==> src/rtl/riscv_instr_encoder_if.sv <==
// rtl/riscv_instr_encoder_if.sv - field-set input and instruction-word output streams of the encoder
interface riscv_instr_encoder_if #(
    parameter int WIDTH = 32
);
    logic             in_valid;
    logic             in_ready;
    logic [2:0]       fmt;
    logic [6:0]       opcode;
    logic [4:0]       rd;
    logic [4:0]       rs1;
    logic [4:0]       rs2;
    logic [2:0]       funct3;
    logic [6:0]       funct7;
    logic [WIDTH-1:0] imm;
    logic             out_valid;
    logic             out_ready;
    logic [WIDTH-1:0] out_word;

    // Producer of field sets and consumer of encoded words
    modport master (
        output in_valid, fmt, opcode, rd, rs1, rs2, funct3, funct7, imm, out_ready,
        input  in_ready, out_valid, out_word
    );

    // The encoder itself
    modport slave (
        input  in_valid, fmt, opcode, rd, rs1, rs2, funct3, funct7, imm, out_ready,
        output in_ready, out_valid, out_word
    );
endinterface

==> src/rtl/riscv_instr_encoder.sv <==
// rtl/riscv_instr_encoder.sv - RV32I field packer with output FIFO and flush terminator (optional ENC_ERR_CNT_EN)
module riscv_instr_encoder #(
    parameter  int WIDTH = 32,
    parameter  int DEPTH = 4,
    localparam int PTR_W = $clog2(DEPTH)
) (
    input  logic               clk,
    input  logic               rst,
    riscv_instr_encoder_if.slave bus,
    input  logic               flush,
    output logic               enc_err,
    output logic               done,
    output logic [PTR_W:0]     count
`ifdef ENC_ERR_CNT_EN
    ,
    output logic [15:0]        err_cnt
`endif
);

    localparam logic [PTR_W:0] FULL_CNT = DEPTH[PTR_W:0];

    typedef enum logic [1:0] {
        ST_RUN   = 2'd0,
        ST_DRAIN = 2'd1,
        ST_TERM  = 2'd2
    } state_t;

    state_t             r_state;
    state_t             w_state_nxt;
    logic [WIDTH-1:0]   r_mem [DEPTH];
    logic [PTR_W-1:0]   r_wr_ptr;
    logic [PTR_W-1:0]   r_rd_ptr;
    logic [PTR_W:0]     r_count;
    logic               r_enc_err;
    logic               r_done;
    logic [WIDTH-1:0]   w_word;
    logic               w_reject;
    logic               w_accept;
    logic               w_push;
    logic               w_pop;
    logic               w_in_ready;
    logic               w_out_valid;
    logic [WIDTH-1:0]   w_out_word;

    // Pack the presented field set into an RV32I word and flag illegal sets
    always_comb begin
        w_word   = '0;
        w_reject = 1'b0;
        case (bus.fmt)
            3'd0: w_word = {bus.funct7, bus.rs2, bus.rs1, bus.funct3, bus.rd, bus.opcode};
            3'd1: w_word = {bus.imm[11:0], bus.rs1, bus.funct3, bus.rd, bus.opcode};
            3'd2: w_word = {bus.imm[11:5], bus.rs2, bus.rs1, bus.funct3, bus.imm[4:0], bus.opcode};
            3'd3: begin
                w_word   = {bus.imm[12], bus.imm[10:5], bus.rs2, bus.rs1, bus.funct3,
                            bus.imm[4:1], bus.imm[11], bus.opcode};
                w_reject = bus.imm[0];
            end
            3'd4: w_word = {bus.imm[31:12], bus.rd, bus.opcode};
            3'd5: begin
                w_word   = {bus.imm[20], bus.imm[10:1], bus.imm[11], bus.imm[19:12],
                            bus.rd, bus.opcode};
                w_reject = bus.imm[0];
            end
            default: w_reject = 1'b1;
        endcase
    end

    // Handshake qualifiers; the terminator is produced by the FSM, never stored
    always_comb begin
        w_in_ready  = !rst && (r_state == ST_RUN) && (r_count < FULL_CNT);
        w_accept    = bus.in_valid && w_in_ready;
        w_push      = w_accept && !w_reject;
        w_out_valid = (r_count != '0) || (r_state == ST_TERM);
        w_out_word  = (r_count != '0) ? r_mem[r_rd_ptr] : '0;
        w_pop       = (r_count != '0) && bus.out_ready;
    end

    // Next-state logic for the flush sequence
    always_comb begin
        w_state_nxt = r_state;
        case (r_state)
            ST_RUN:   if (flush) w_state_nxt = ST_DRAIN;
            ST_DRAIN: if (r_count == '0) w_state_nxt = ST_TERM;
            ST_TERM:  if (bus.out_ready) w_state_nxt = ST_RUN;
            default:  w_state_nxt = ST_RUN;
        endcase
    end

    // State, pointers, occupancy and the one-cycle status pulses
    always_ff @(posedge clk) begin
        if (rst) begin
            r_state   <= ST_RUN;
            r_wr_ptr  <= '0;
            r_rd_ptr  <= '0;
            r_count   <= '0;
            r_enc_err <= 1'b0;
            r_done    <= 1'b0;
        end else begin
            r_state   <= w_state_nxt;
            r_enc_err <= w_accept && w_reject;
            r_done    <= (r_state == ST_TERM) && bus.out_ready;
            if (w_push) r_wr_ptr <= r_wr_ptr + 1'b1;
            if (w_pop)  r_rd_ptr <= r_rd_ptr + 1'b1;
            case ({w_push, w_pop})
                2'b10:   r_count <= r_count + 1'b1;
                2'b01:   r_count <= r_count - 1'b1;
                default: r_count <= r_count;
            endcase
        end
    end

    // Word storage; validity is tracked by the pointers, so no reset needed
    always_ff @(posedge clk) begin
        if (w_push) r_mem[r_wr_ptr] <= w_word;
    end

`ifdef ENC_ERR_CNT_EN
    logic [15:0] r_err_cnt;

    // Saturating count of rejected field sets
    always_ff @(posedge clk) begin
        if (rst) begin
            r_err_cnt <= '0;
        end else if (w_accept && w_reject && (r_err_cnt != 16'hFFFF)) begin
            r_err_cnt <= r_err_cnt + 16'd1;
        end
    end

    assign err_cnt = r_err_cnt;
`endif

    assign bus.in_ready  = w_in_ready;
    assign bus.out_valid = w_out_valid;
    assign bus.out_word  = w_out_word;
    assign enc_err       = r_enc_err;
    assign done          = r_done;
    assign count         = r_count;

endmodule

==> src/flat_wrapper.sv <==
// flat-port wrapper written by rule: the top's interface ports become plain ports
module riscv_instr_encoder_flat 
#(
    parameter  int WIDTH = 32,
    parameter  int DEPTH = 4,
    localparam int PTR_W = $clog2(DEPTH)
)
  (clk, rst, flush, enc_err, done, count, bus_in_valid, bus_fmt, bus_opcode, bus_rd, bus_rs1, bus_rs2, bus_funct3, bus_funct7, bus_imm, bus_out_ready, bus_in_ready, bus_out_valid, bus_out_word);
  riscv_instr_encoder_if #(.WIDTH(WIDTH)) bus_i ();
  input  logic clk;
  input  logic rst;
  input  logic flush;
  output logic enc_err;
  output logic done;
  output logic [PTR_W:0] count;
  input wire logic [$bits(bus_i.in_valid)-1:0] bus_in_valid;
  input wire logic [$bits(bus_i.fmt)-1:0] bus_fmt;
  input wire logic [$bits(bus_i.opcode)-1:0] bus_opcode;
  input wire logic [$bits(bus_i.rd)-1:0] bus_rd;
  input wire logic [$bits(bus_i.rs1)-1:0] bus_rs1;
  input wire logic [$bits(bus_i.rs2)-1:0] bus_rs2;
  input wire logic [$bits(bus_i.funct3)-1:0] bus_funct3;
  input wire logic [$bits(bus_i.funct7)-1:0] bus_funct7;
  input wire logic [$bits(bus_i.imm)-1:0] bus_imm;
  input wire logic [$bits(bus_i.out_ready)-1:0] bus_out_ready;
  output wire logic [$bits(bus_i.in_ready)-1:0] bus_in_ready;
  output wire logic [$bits(bus_i.out_valid)-1:0] bus_out_valid;
  output wire logic [$bits(bus_i.out_word)-1:0] bus_out_word;
  assign bus_i.in_valid = bus_in_valid;
  assign bus_i.fmt = bus_fmt;
  assign bus_i.opcode = bus_opcode;
  assign bus_i.rd = bus_rd;
  assign bus_i.rs1 = bus_rs1;
  assign bus_i.rs2 = bus_rs2;
  assign bus_i.funct3 = bus_funct3;
  assign bus_i.funct7 = bus_funct7;
  assign bus_i.imm = bus_imm;
  assign bus_i.out_ready = bus_out_ready;
  assign bus_in_ready = bus_i.in_ready;
  assign bus_out_valid = bus_i.out_valid;
  assign bus_out_word = bus_i.out_word;
  riscv_instr_encoder #(.WIDTH(WIDTH), .DEPTH(DEPTH)) u_core (.clk(clk), .rst(rst), .bus(bus_i), .flush(flush), .enc_err(enc_err), .done(done), .count(count));
endmodule
==> config.mk <==
export PLATFORM = sky130hd
export DESIGN_NAME = riscv_instr_encoder_flat
export DESIGN_NICKNAME = d
export VERILOG_FILES = /design/src/rtl/riscv_instr_encoder_if.sv /design/src/rtl/riscv_instr_encoder.sv /design/src/flat_wrapper.sv
export SDC_FILE = /design/constraint.sdc
export NUM_CORES = 1
export LEC_CHECK = 0
export BUFFER_PORTS_ARGS = -buffer_cell sky130_fd_sc_hd__buf_4
export CAP_MARGIN = 10
export CORE_MARGIN = 2
export CORE_UTILIZATION = 50
export DETAILED_ROUTE_END_ITERATION = 12
export GPL_ROUTABILITY_DRIVEN = 0
export PLACE_DENSITY = 0.73
export SLEW_MARGIN = 20
export SYNTH_ARGS = -nofsm -noshare
export SYNTH_HDL_FRONTEND = slang
export SYNTH_SLANG_ARGS = --single-unit
export TNS_END_PERCENT = 50
==> constraint.sdc <==
create_clock -name clk -period 5.3 [get_ports clk]
set_input_delay 0.265 -clock clk [delete_from_list [all_inputs] [get_ports clk]]
set_output_delay 0.265 -clock clk [all_outputs]
set_load 0.03 [all_outputs]
======== Word level (Yosys, flattened, before mapping) ========
Memories as Yosys holds them, arrays and structs flattened. A register that Yosys moved wholly into a read port is not among the register bits.
Cells that the tools add are included.
cells by class
  mux-type cells .......................... 12
  reductions and logical operators ........ 18
  equality and inequality tests ........... 12
  $add $sub $neg .......................... 4
  $lt $le $gt $ge ......................... 1
operators by type and width
  kind                                                count
  case mux 32 bit (6 select lines)                    1
  two-way mux 32 bit                                  1
  two-way mux 2 bit                                   5
  logical AND 1 bit                                   7
  == test 3 x 2 -> 1 bit (second input constant)      2
  == test 3 bit (second input constant)               2
  logical NOT 3 bit                                   2
  case mux 2 bit (3 select lines)                     1
  case mux 3 bit (2 select lines)                     1
  adder 2 x 1 -> 2 bit (second input constant)        2
  == test 2 x 1 -> 1 bit (second input constant)      2
  == test 2 bit (second input constant)               2
  != test 2 bit (second input constant)               2
  OR reduction 4 bit                                  1
  adder 3 x 1 -> 3 bit (second input constant)        1
  == test 3 x 1 -> 1 bit (second input constant)      1
  less-than comparator 3 bit (second input constant)  1
  AND reduction 3 bit                                 1
  nonzero test 3 bit                                  1
  subtractor 3 x 1 -> 3 bit (second input constant)   1
  logical NOT 1 bit                                   2
  logical NOT 2 bit                                   1
  two-way mux 1 bit                                   2
  != test 2 x 1 -> 1 bit (second input constant)      1
  other kinds (4)                                     4
storage, ports and cells
  logic and storage cells ................. 54
  bits in registers ....................... 11
  bits of input ports ..................... 72
  output and inout bits ................... 39
  RAM bits ................................ 128
  memories kept ........................... 1
memory list
  name          depth  bits a word  rd ports  clocked after Yosys merged registers in  write ports  RTL line                   text
  u_core.r_mem  4      32           1         1                                        1            riscv_instr_encoder.sv:30  logic [WIDTH-1:0] r_mem [DEPTH];

======== Depth between registers and ports, before layout ========
Gate-level depths: netlist (run 1).
  depth in word-level cells ............... 7
  mapped depth ............................ 10
  depth with buffers taken out ............ 9

======== Worst setup path after synthesis (run 1) ========
No wires, ideal clock.
  kind .................................... reg2reg
  from .................................... register u_core.r_count[2] (netlist: u_core.count[2])
  to ...................................... memory u_core.r_mem[0][0], enable pin
  stages on the path, launching flop included .. 4
  clock period less this slack ............ 2.592 ns
  setup slack ............................. 2.708 ns
  arrival time ............................ 2.200 ns
  setup time .............................. 0.392 ns
  cells stage by stage .................... dfxtp_1 nor4_4 o211a_4 and2_1
between the ends
  longest elaborated chain between the ends .. 6
ends and longest elaborated chain
  element                                  RTL line                    text
  start: declaration                       riscv_instr_encoder.sv:33   logic [PTR_W:0] r_count;
  start signal: assignment                 riscv_instr_encoder.sv:105  2'b10: r_count <= r_count + 1'b1;
  start signal: assignment                 riscv_instr_encoder.sv:106  2'b01: r_count <= r_count - 1'b1;
  start signal: assignment                 riscv_instr_encoder.sv:107  default: r_count <= r_count;
  less-than comparator 3 bit               riscv_instr_encoder.sv:70   w_in_ready = !rst && (r_state == ST_RUN) && (r_count < FULL_CNT);
  logical AND 1 bit                        riscv_instr_encoder.sv:70
  named net bus_in_ready                   flat_wrapper.sv:26          output wire logic [$bits(bus_i.in_ready)-1:0] bus_in_ready;
  logical AND 1 bit                        riscv_instr_encoder.sv:71   w_accept = bus.in_valid && w_in_ready;
  logical AND 1 bit                        riscv_instr_encoder.sv:72   w_push = w_accept && !w_reject;
  two-way mux 1 bit                        riscv_instr_encoder.sv:114  if (w_push) r_mem[r_wr_ptr] <= w_word;
  two-way mux 1 bit (not written as such)  riscv_instr_encoder.sv:114
  end: declaration                         riscv_instr_encoder.sv:30
The timed path passes the listed nets, and every way through them passes these cells.

======== Worst setup path after layout (run 1) ========
  from .................................... register u_core.r_count[2] (netlist: u_core.count[2])
  to ...................................... output port bus_out_word[22]
between the ends
  longest elaborated chain between the ends .. 2
ends and longest elaborated chain
  element             RTL line                   text
  nonzero test 3 bit  riscv_instr_encoder.sv:74  w_out_word = (r_count != '0) ? r_mem[r_rd_ptr] : '0;
  two-way mux 32 bit  riscv_instr_encoder.sv:74
  end: declaration    flat_wrapper.sv:28         output wire logic [$bits(bus_i.out_word)-1:0] bus_out_word;
Every way passes these cells.

==> results of run 1 <==
-- routing by layer --
layer	track usage	vias to the layer above	part of all wire
li1	-	1630	-
met1	0.2727	1744	0.45
met2	0.3135	138	0.48
met3	0.05501	14	0.064
met4	0.07698	0	0.014
met5	0	-	0
-- cell usage after synthesis (2+ instances only) --
master	count
nand2_1	15
o21ai_0	17
clkbuf_1	3
nor2b_1	20
mux2_2	9
nor2b_4	19
o31ai_1	2
a22oi_1	5
a22o_1	8
inv_1	13
mux2i_1	9
mux4_2	30
edfxtp_1	128
xor2_1	4
mux4_1	2
buf_2	8
a21oi_1	8
ha_1	5
nor2_1	10
buf_12	3
and2_1	11
buf_4	3
dfxtp_1	13
-- kinds of logic after synthesis --
logic type                 after synthesis  share of synthesized area
buffers and inverters                   33                    0.03383
AOI/OAI and AO/OA                       47                    0.04975
and+or+nand+nor                         82                    0.09871
DFF                                    141                     0.6527
adders and majority gates                6                    0.01313
xor gates and xnor gates                 4                   0.005572
muxes                                   50                     0.1463
-- area by class of cell --
type	instances	area share
clock buffers	18	0.05474
clock inverters	14	0.02841
inverters	14	0.006703
multi-input cells	189	0.2523
flip-flops and latches	141	0.5238
well taps	168	0.02681
repair buffers	112	0.1072
-- worst max-delay path: cells and delay by family, from the launching register on --
family,cells,cell delay (ns)
buf+inv,2,0.78
flops,1,0.40
simple gates,2,1.04
-- stage by stage --
stage / worst slack, ns / cells / total power, mW / hold WS [ns] / util
floorplan: 2.708 / 363 / 2.102 / 0.3922 / -
global placement: 2.904 / 624 / 2.351 / 0.4930 / 0.5908
detailed placement: 2.799 / 624 / 2.371 / 0.5105 / 0.5908
CTS: 2.372 / 656 / 3.674 / 0.1032 / 0.6444
global route: 2.245 / 656 / 3.776 / 0.1180 / 0.6447
finish: 2.371 / 656 / 3.640 / 0.1177 / 0.6447
-- path summary, 6_finish.rpt --
check | start | end | slack, ns | cells after the start
worst max-delay path | u_core.count[2] | bus_out_word[22] | 2.37 | 4
worst min-delay path | bus_in_valid | u_core.enc_err | 0.12 | 3
worst max register to register | u_core.count[2] | u_core.r_mem[1][20] | 3.03 | 3
worst min register to register | u_core.r_wr_ptr[0] | u_core.r_wr_ptr[0] | 0.52 | 1
-- flip-flops by register name, indices dropped and copies added, names as in the netlist, named ones only --
name / cells
u_core.enc_err: 1
u_core.r_wr_ptr: 2
u_core.r_state: 2
u_core.count: 3
u_core.r_rd_ptr: 2
u_core.r_mem: 128
u_core.done: 1
-- power by group through the flow --
stage | Sequential (mW) | Clock (mW) | Combinational, mW
6_report | 1.33 | 1.30 | 1.00
5_1_grt | 1.34 | 1.37 | 1.07
4_1_cts | 1.34 | 1.32 | 1.02
3_5_place_dp | 1.36 | 0 | 1.01
3_3_place_gp | 1.35 | 0 | 0.998
2_1_floorplan | 1.34 | 0 | 0.762
==> flow_metrics.tcl, run 1 <==
set metrics [dict create \
    grt_overflow_total 0 \
    cts_resized 0 \
    worstSetupPathType "register to output pin" \
    placed_area_sq_um 7186 \
    fillCellCount 883 \
    layout-drive-gt1-share 0.4242 \
    rsz0062_at_grt "false" \
    p_int_mw 2.588 \
    drt.antenna.violating_nets 0 \
    dp_hpwl_um 7885 \
    worstPathArrival_ns 2.66 \
    yosys_warnings 0 \
    power.switching_mw 1.052 \
    slowest_stage "nor3_4" \
    hold_viol 0 \
    first_global_vias 3627 \
    yosys.area.top_type "edfxtp_1" \
    drt_first_pass_iters 4 \
    drt_iter0_markers 233 \
    clock.fmax_mhz 341.5 \
    cp_slowest_stage_delay_ns 0.92 \
    vias 3526 \
    powerDensity_nw_per_um2 464.3 \
    p_seq_frac 0.367 \
    wl_per_cell_um 19.58 \
    ys_top_cells_by_area "edfxtp_1 (61%), mux4_2 (11%), nor2b_4 (4.2%), dfxtp_1 (4.1%), nor2b_1 (2.0%)" \
    syn_avg_cell_area_sq_um 17.32 \
    relSlewSlack 0.2712 \
    cap_viol_max_count 0 \
    cts_tree "built" \
    die-height_um 116.1 \
    cts_buffer_depth 2 \
    antenna_found_initial 0 \
    clockRootBuffer "clkbuf_16" \
    htreeDepth 4 \
    grt_pass1_wl_um 19350 \
    ir_drop_uv 273.0 \
    cts_setup_buffers 0 \
    syn_nets 441 \
    tightestPinTransition_ns 1.090 \
    antenna_cells 0 \
    coreArea_sq_um 12160 \
    grt_usage 0.2006 \
    holdBufCountCts 0 \
    layout_common_cells "edfxtp_1 (128), buf_4 (112), mux4_2 (30), nor2b_1 (19), nor2b_4 (19)" \
    required_ns 5.04 \
    crit_path_frequent_cell "buf_4" \
    final_common_cell "edfxtp_1" \
    ys_seq_area_frac 0.6527 \
    synth_edf_count 128 \
    clockPowerShare 0.358 \
    synthCells 363 \
    fin_area_sq_um 7840 \
    clkSinkCount 141 \
    multi_input_area_sq_um 1978 \
    drc 0 \
    grt_start_max_net_pins 33 \
    numCtsBuffers 17 \
    fin_tns_setup_ns 0 \
    fin_skew_ns 0.007966 \
    die_area_sq_um 13490 \
    swShare 0.2890 \
    leakage_nw 2.849 \
    synth_area_sq_um 6287 \
    period_share 0.5526 \
    clock_latency_ns 0.41 \
    die_x_um 116.1 \
    ys_ff_latch 141 \
    min-delay-path-class "input pin to register" \
    synthArstFlopShare 0 \
    synth_flop_cell "edfxtp_1" \
    path_cells "nor3_4, buf_4, nor2b_1, buf_4" \
    yosysUniqueCellTypes 41 \
    cp_max_fo 19 \
    areaGrowthSynthToFinish_pct 24.70 \
    io_buffers 110 \
    critPathLaunchType "register" \
    p_comb_frac 0.276 \
    outcome "complete, no violations" \
    io_pins 111 \
    seq_area_sq_um 4106 \
    setup_viol 0 \
    worst_setup_path_end_kind "output pin" \
    min_period_ns 2.929 \
    start_util 0.5170 \
    synth_top_area_frac 0.6113 \
    via_per_inst 5.375 \
    fin_nets 553 \
    finalWirelength_um 12850 \
    path_clk_slew_ns 0.06 \
    slew_viol_final 0 \
    num_rows 40 \
]
Power figures use the tool's default switching activity.
==> run 2, diff against run 1 <==
clock period = 2.9 ns   (was 5.3 ns; I/O delays follow)
==> run 2 against run 1 <==
Net effect: sequential share of layout area fell by 0.14 points; critical endpoint is now bus_out_word[20]; cell area is 0.27% higher; critical path type unchanged; power rose by 79%.
==> flow_metrics.tcl, run 2 (synthesis gave the netlist of run 1 again) <==
set metrics [dict create \
    relSlewSlack 0.4102 \
    ir_drop_uv 579.0 \
    die_area_sq_um 13490 \
    numCtsBuffers 17 \
    final_common_cell "edfxtp_1" \
    num_rows 40 \
    path_clk_slew_ns 0.06 \
    hold_viol 0 \
    clockRootBuffer "clkbuf_16" \
    reg2reg_slack_ns 0.70 \
    grt_overflow_total 0 \
    clockPowerShare 0.339 \
    p_comb_frac 0.285 \
    worst_setup_path_end_kind "output pin" \
    via_per_inst 5.349 \
    setup_viol 0 \
    antenna_cells 0 \
    drt_iter0_markers 300 \
    finalWirelength_um 12610 \
    fin_tns_setup_ns 0 \
    whs_path_depth 2 \
    reg2reg_to "u_core.count[2]" \
    hp-start "rst" \
    cp_max_fo 19 \
    path_cells "buf_12, mux4_2, nor2b_1, buf_4" \
    worstPathArrival_ns 2.23 \
    r2r_start "u_core.count[2]" \
    fin_nets 559 \
    power_mw 6.511 \
    worstSetupPathType "register to output pin" \
    tightestPinTransition_ns 0.8847 \
    crit_family "flip-flops" \
    drc 0 \
    clock.fmax_mhz 421.1 \
    max_flop_register "u_core.r_mem" \
    wl_per_cell_um 19.04 \
    rr_worst_depth 9 \
    htreeDepth 4 \
    coreArea_sq_um 12160 \
    critPathLaunchType "register" \
    die_x_um 116.1 \
    min-delay-path-class "input pin to register" \
    cp_slowest_stage_delay_ns 0.67 \
    swShare 0.2947 \
    critPathBufInv 2 \
    power.switching_mw 1.919 \
    required_ns 2.76 \
    cts_tree "built" \
    drt_first_pass_iters 4 \
    start_util 0.5170 \
    fin_skew_ns 0.009269 \
    first_global_vias 3622 \
    areaGrowthSynthToFinish_pct 25.03 \
    min_period_ns 2.375 \
    layout-drive-gt1-share 0.4251 \
    slowest_stage "dfxtp_2" \
    slew_viol_final 0 \
    largest_reg_flops 128 \
    p_seq_frac 0.375 \
    antenna_found_initial 0 \
    period_share 0.8189 \
    outcome "complete, no violations" \
    clkSinkCount 141 \
    rsz0062_at_grt "false" \
    cap_viol_max_count 0 \
    worst-path-stages 4 \
    drt.antenna.violating_nets 0 \
    leakage_nw 2.862 \
    vias 3541 \
    grt_pass1_wl_um 19340 \
    die-height_um 116.1 \
    grt_start_max_net_pins 33 \
    clock_latency_ns 0.41 \
    p_int_mw 4.592 \
    cts_resized 0 \
    cts_buffer_depth 2 \
    layout_common_cells "edfxtp_1 (128), buf_4 (115), mux4_2 (30), nor2b_1 (20), nor2b_4 (19)" \
    cts_setup_buffers 0 \
    io_buffers 110 \
    utilization 0.6464 \
    powerDensity_nw_per_um2 828.2 \
    io_pins 111 \
    dp_hpwl_um 8015 \
    grt_usage 0.1963 \
]
==> run 2: final cells by class <==
cell class	count	area (sq um)
fillers	894	4300
clock inverters	14	173.9
inverters	14	52.55
flip-flops and latches	141	4106
multi-input cells	189	1976
well taps	168	210.2
repair buffers	118	913.4
clock buffers	18	429.2
==> run 2: per-stage QoR <==
stage	cells	cell area [sq um]	worst slack, ns	hold WS (ns)
after detailed placement	629	7248	0.7047	0.4215
after CTS	662	7861	0.4663	0.001879
final	662	7861	0.5252	0.01025
after global placement	629	7248	0.7887	0.4243
after floorplan	363	6287	0.3082	0.2722
after global routing	662	7861	0.3767	0.02378
==> run 2: layer usage <==
layer  up-vias  share of wire  global-route usage  wire, um
li1       1642              -                   -         -
met1      1756           0.43              0.2584      5434
met2       132           0.49              0.3326      6186
met3        11          0.070             0.04670       882
met4         0         0.0081             0.05317       102
met5         -              0                   0         0
==> run 2: power groups by stage <==
stage,combinational [mW],clock [mW],sequential (mW)
after floorplan,1.39,0,2.45
after global placement,1.86,0,2.48
after detailed placement,1.88,0,2.49
after CTS,1.88,2.23,2.45
final,1.86,2.21,2.44
after global routing,1.99,2.32,2.46
==> run 2: what timing repair did <==
action,CTS,global route
endpoints found under the setup margin,0,0
hold endpoints to repair,1,0
hold buffers,1,0
==> run 2: worst max-delay path by stage <==
stage                         start  slack, ns                  to
finish                     register       0.53    bus_out_word[20]
global route               register       0.38    bus_out_word[20]
CTS                        register       0.47    bus_out_word[20]
detailed placement       bus_fmt[2]       0.70     u_core.count[2]
global placement         bus_fmt[1]       0.79     u_core.count[2]
floorplan           u_core.count[2]       0.31  u_core.r_mem[1][0]
==> run 3, diff against run 2 <==
clock period = 2.25 ns   (was 2.9 ns; I/O delays follow)
==> run 3 against run 2 <==
Net effect: cell area grew 1.7%; clock power grew 29%; hold slack gained 0.027 ns; clock skew shrank 0.0017 ns; die area is the same; flip-flop and latch count is the same.
==> flow_metrics.tcl, run 3 (synthesis gave the netlist of run 1 again) <==
set metrics [dict create \
    outcome "complete, no violations" \
    reg2reg_slack_ns 0.14 \
    num_rows 40 \
    io_pins 111 \
    tightestPinTransition_ns 0.6137 \
    grt_overflow_total 0 \
    drt.antenna.violating_nets 0 \
    layout_common_cells "edfxtp_1 (128), buf_4 (118), mux4_2 (30), nor2b_1 (20), nor2b_4 (19)" \
    required_ns 2.58 \
    clock_latency_ns 0.41 \
    fin_nets 568 \
    via_per_inst 5.297 \
    worstPathArrival_ns 2.44 \
    powerDensity_nw_per_um2 1059 \
    start_util 0.5170 \
    final_common_cell "edfxtp_1" \
    min-delay-path-class "input pin to register" \
    drt_iter0_markers 266 \
    antenna_cells 0 \
    worst-path-stages 9 \
    cts_tree "built" \
    relSlewSlack 0.5865 \
    htreeDepth 4 \
    numCtsBuffers 17 \
    grt_usage 0.2022 \
    areaGrowthSynthToFinish_pct 27.10 \
    layout-drive-gt1-share 0.4374 \
    period_share 0.9380 \
    dp_hpwl_um 8316 \
    setup_viol 0 \
    cp_max_fo 7 \
    antenna_found_initial 0 \
    largest_reg_flops 128 \
    multi_input_area_sq_um 1976 \
    die_x_um 116.1 \
    ir_drop_uv 677.9 \
    hold_viol 0 \
    min_period_ns 2.111 \
    cap_viol_max_count 0 \
    cp_slowest_stage_delay_ns 0.37 \
    wl_per_cell_um 19.22 \
    seq_area_sq_um 4109 \
    rsz0062_at_grt "false" \
    whs_path_depth 2 \
    first_global_vias 3746 \
    rr_worst_depth 9 \
    die_area_sq_um 13490 \
    grt_start_max_net_pins 36 \
    clock.fmax_mhz 473.8 \
    power_mw 8.466 \
    slowest_stage "dfxtp_2" \
    crit_family "simple AND/OR/NAND/NOR gates" \
    grt_pass1_wl_um 19780 \
    clkSinkCount 141 \
    leakage_nw 2.918 \
    path_cells "nor4_4, o211a_4, inv_1, ha_1, inv_1, fa_1, xor2_1, or3_1, a21oi_1" \
    io_buffers 110 \
    crit_path_frequent_cell "inv_1" \
    vias 3554 \
    path_clk_slew_ns 0.06 \
    slew_viol_final 0 \
    die-height_um 116.1 \
    drt_first_pass_iters 4 \
    cts_buffer_depth 2 \
    clockRootBuffer "clkbuf_16" \
    worst_setup_path_end_kind "register" \
    max_flop_register "u_core.r_mem" \
    worstSetupPathType "register to register" \
    fillCellCount 861 \
    fin_tns_setup_ns 0 \
    coreArea_sq_um 12160 \
    finalWirelength_um 12900 \
    critPathLaunchType "register" \
    fin_skew_ns 0.007528 \
    critPathBufInv 2 \
    drc 0 \
]
## run 3: changes by cell type in the layout (fill, tap and decap cells not counted), sizes merged
cell and change:
buf +7, clkbuf +3, clkinv -2, dlygate4sd3 +2, inv -1
## run 3: per-stage QoR
stage	hold WS, ns	cells	setup WS (ns)	utilization	area, sq um
after CTS	0.02247	670	0.04240	0.6564	7983
after detailed placement	0.3869	635	0.09710	0.6039	7345
final	0.03731	671	0.1395	0.6571	7991
after floorplan	0.2397	363	0.03415	-	6294
after global placement	0.3782	635	0.2450	0.6039	7345
after global routing	0.03857	671	0.03759	0.6571	7991
## run 3: per-layer routing
| metal | up-vias | GRT usage | part of all wire |
|---|---|---|---|
| met5 | - | 0 | 0 |
| li1 | 1657 | - | - |
| met2 | 132 | 0.3372 | 0.49 |
| met3 | 13 | 0.05397 | 0.065 |
| met1 | 1752 | 0.2699 | 0.44 |
| met4 | 0 | 0.04762 | 0.0098 |
## run 3: timing repair
action / 4_1_cts / 5_1_grt
endpoints found under the hold margin: 12 / 0
buffers inserted: 0 / 1
endpoints found under the setup margin: 0 / 2
gates resized for setup: 0 / 1
hold buffers: 3 / 0
## run 3: final timing paths
| kind | startpoint | endpoint |
|---|---|---|
| worst max-delay path | u_core.count[2] | u_core.count[2] |
| worst min-delay path | bus_out_ready | u_core.done |
| worst max register to register | u_core.count[2] | u_core.count[2] |
| worst min register to register | u_core.r_wr_ptr[0] | u_core.r_wr_ptr[0] |
## run 3: power by group
part	switching [mW]	internal (mW)
clock network	0.996	1.85
registers	0.0776	3.01
logic	1.42	1.10
## run 3: layout make-up
cell class,count,area share
inverters,14,0.006576
repair buffers,127,0.1296
clock inverters,11,0.02098
multi-input cells,189,0.2472
clock buffers,21,0.05511
well taps,168,0.02630
flip-flops and latches,141,0.5142
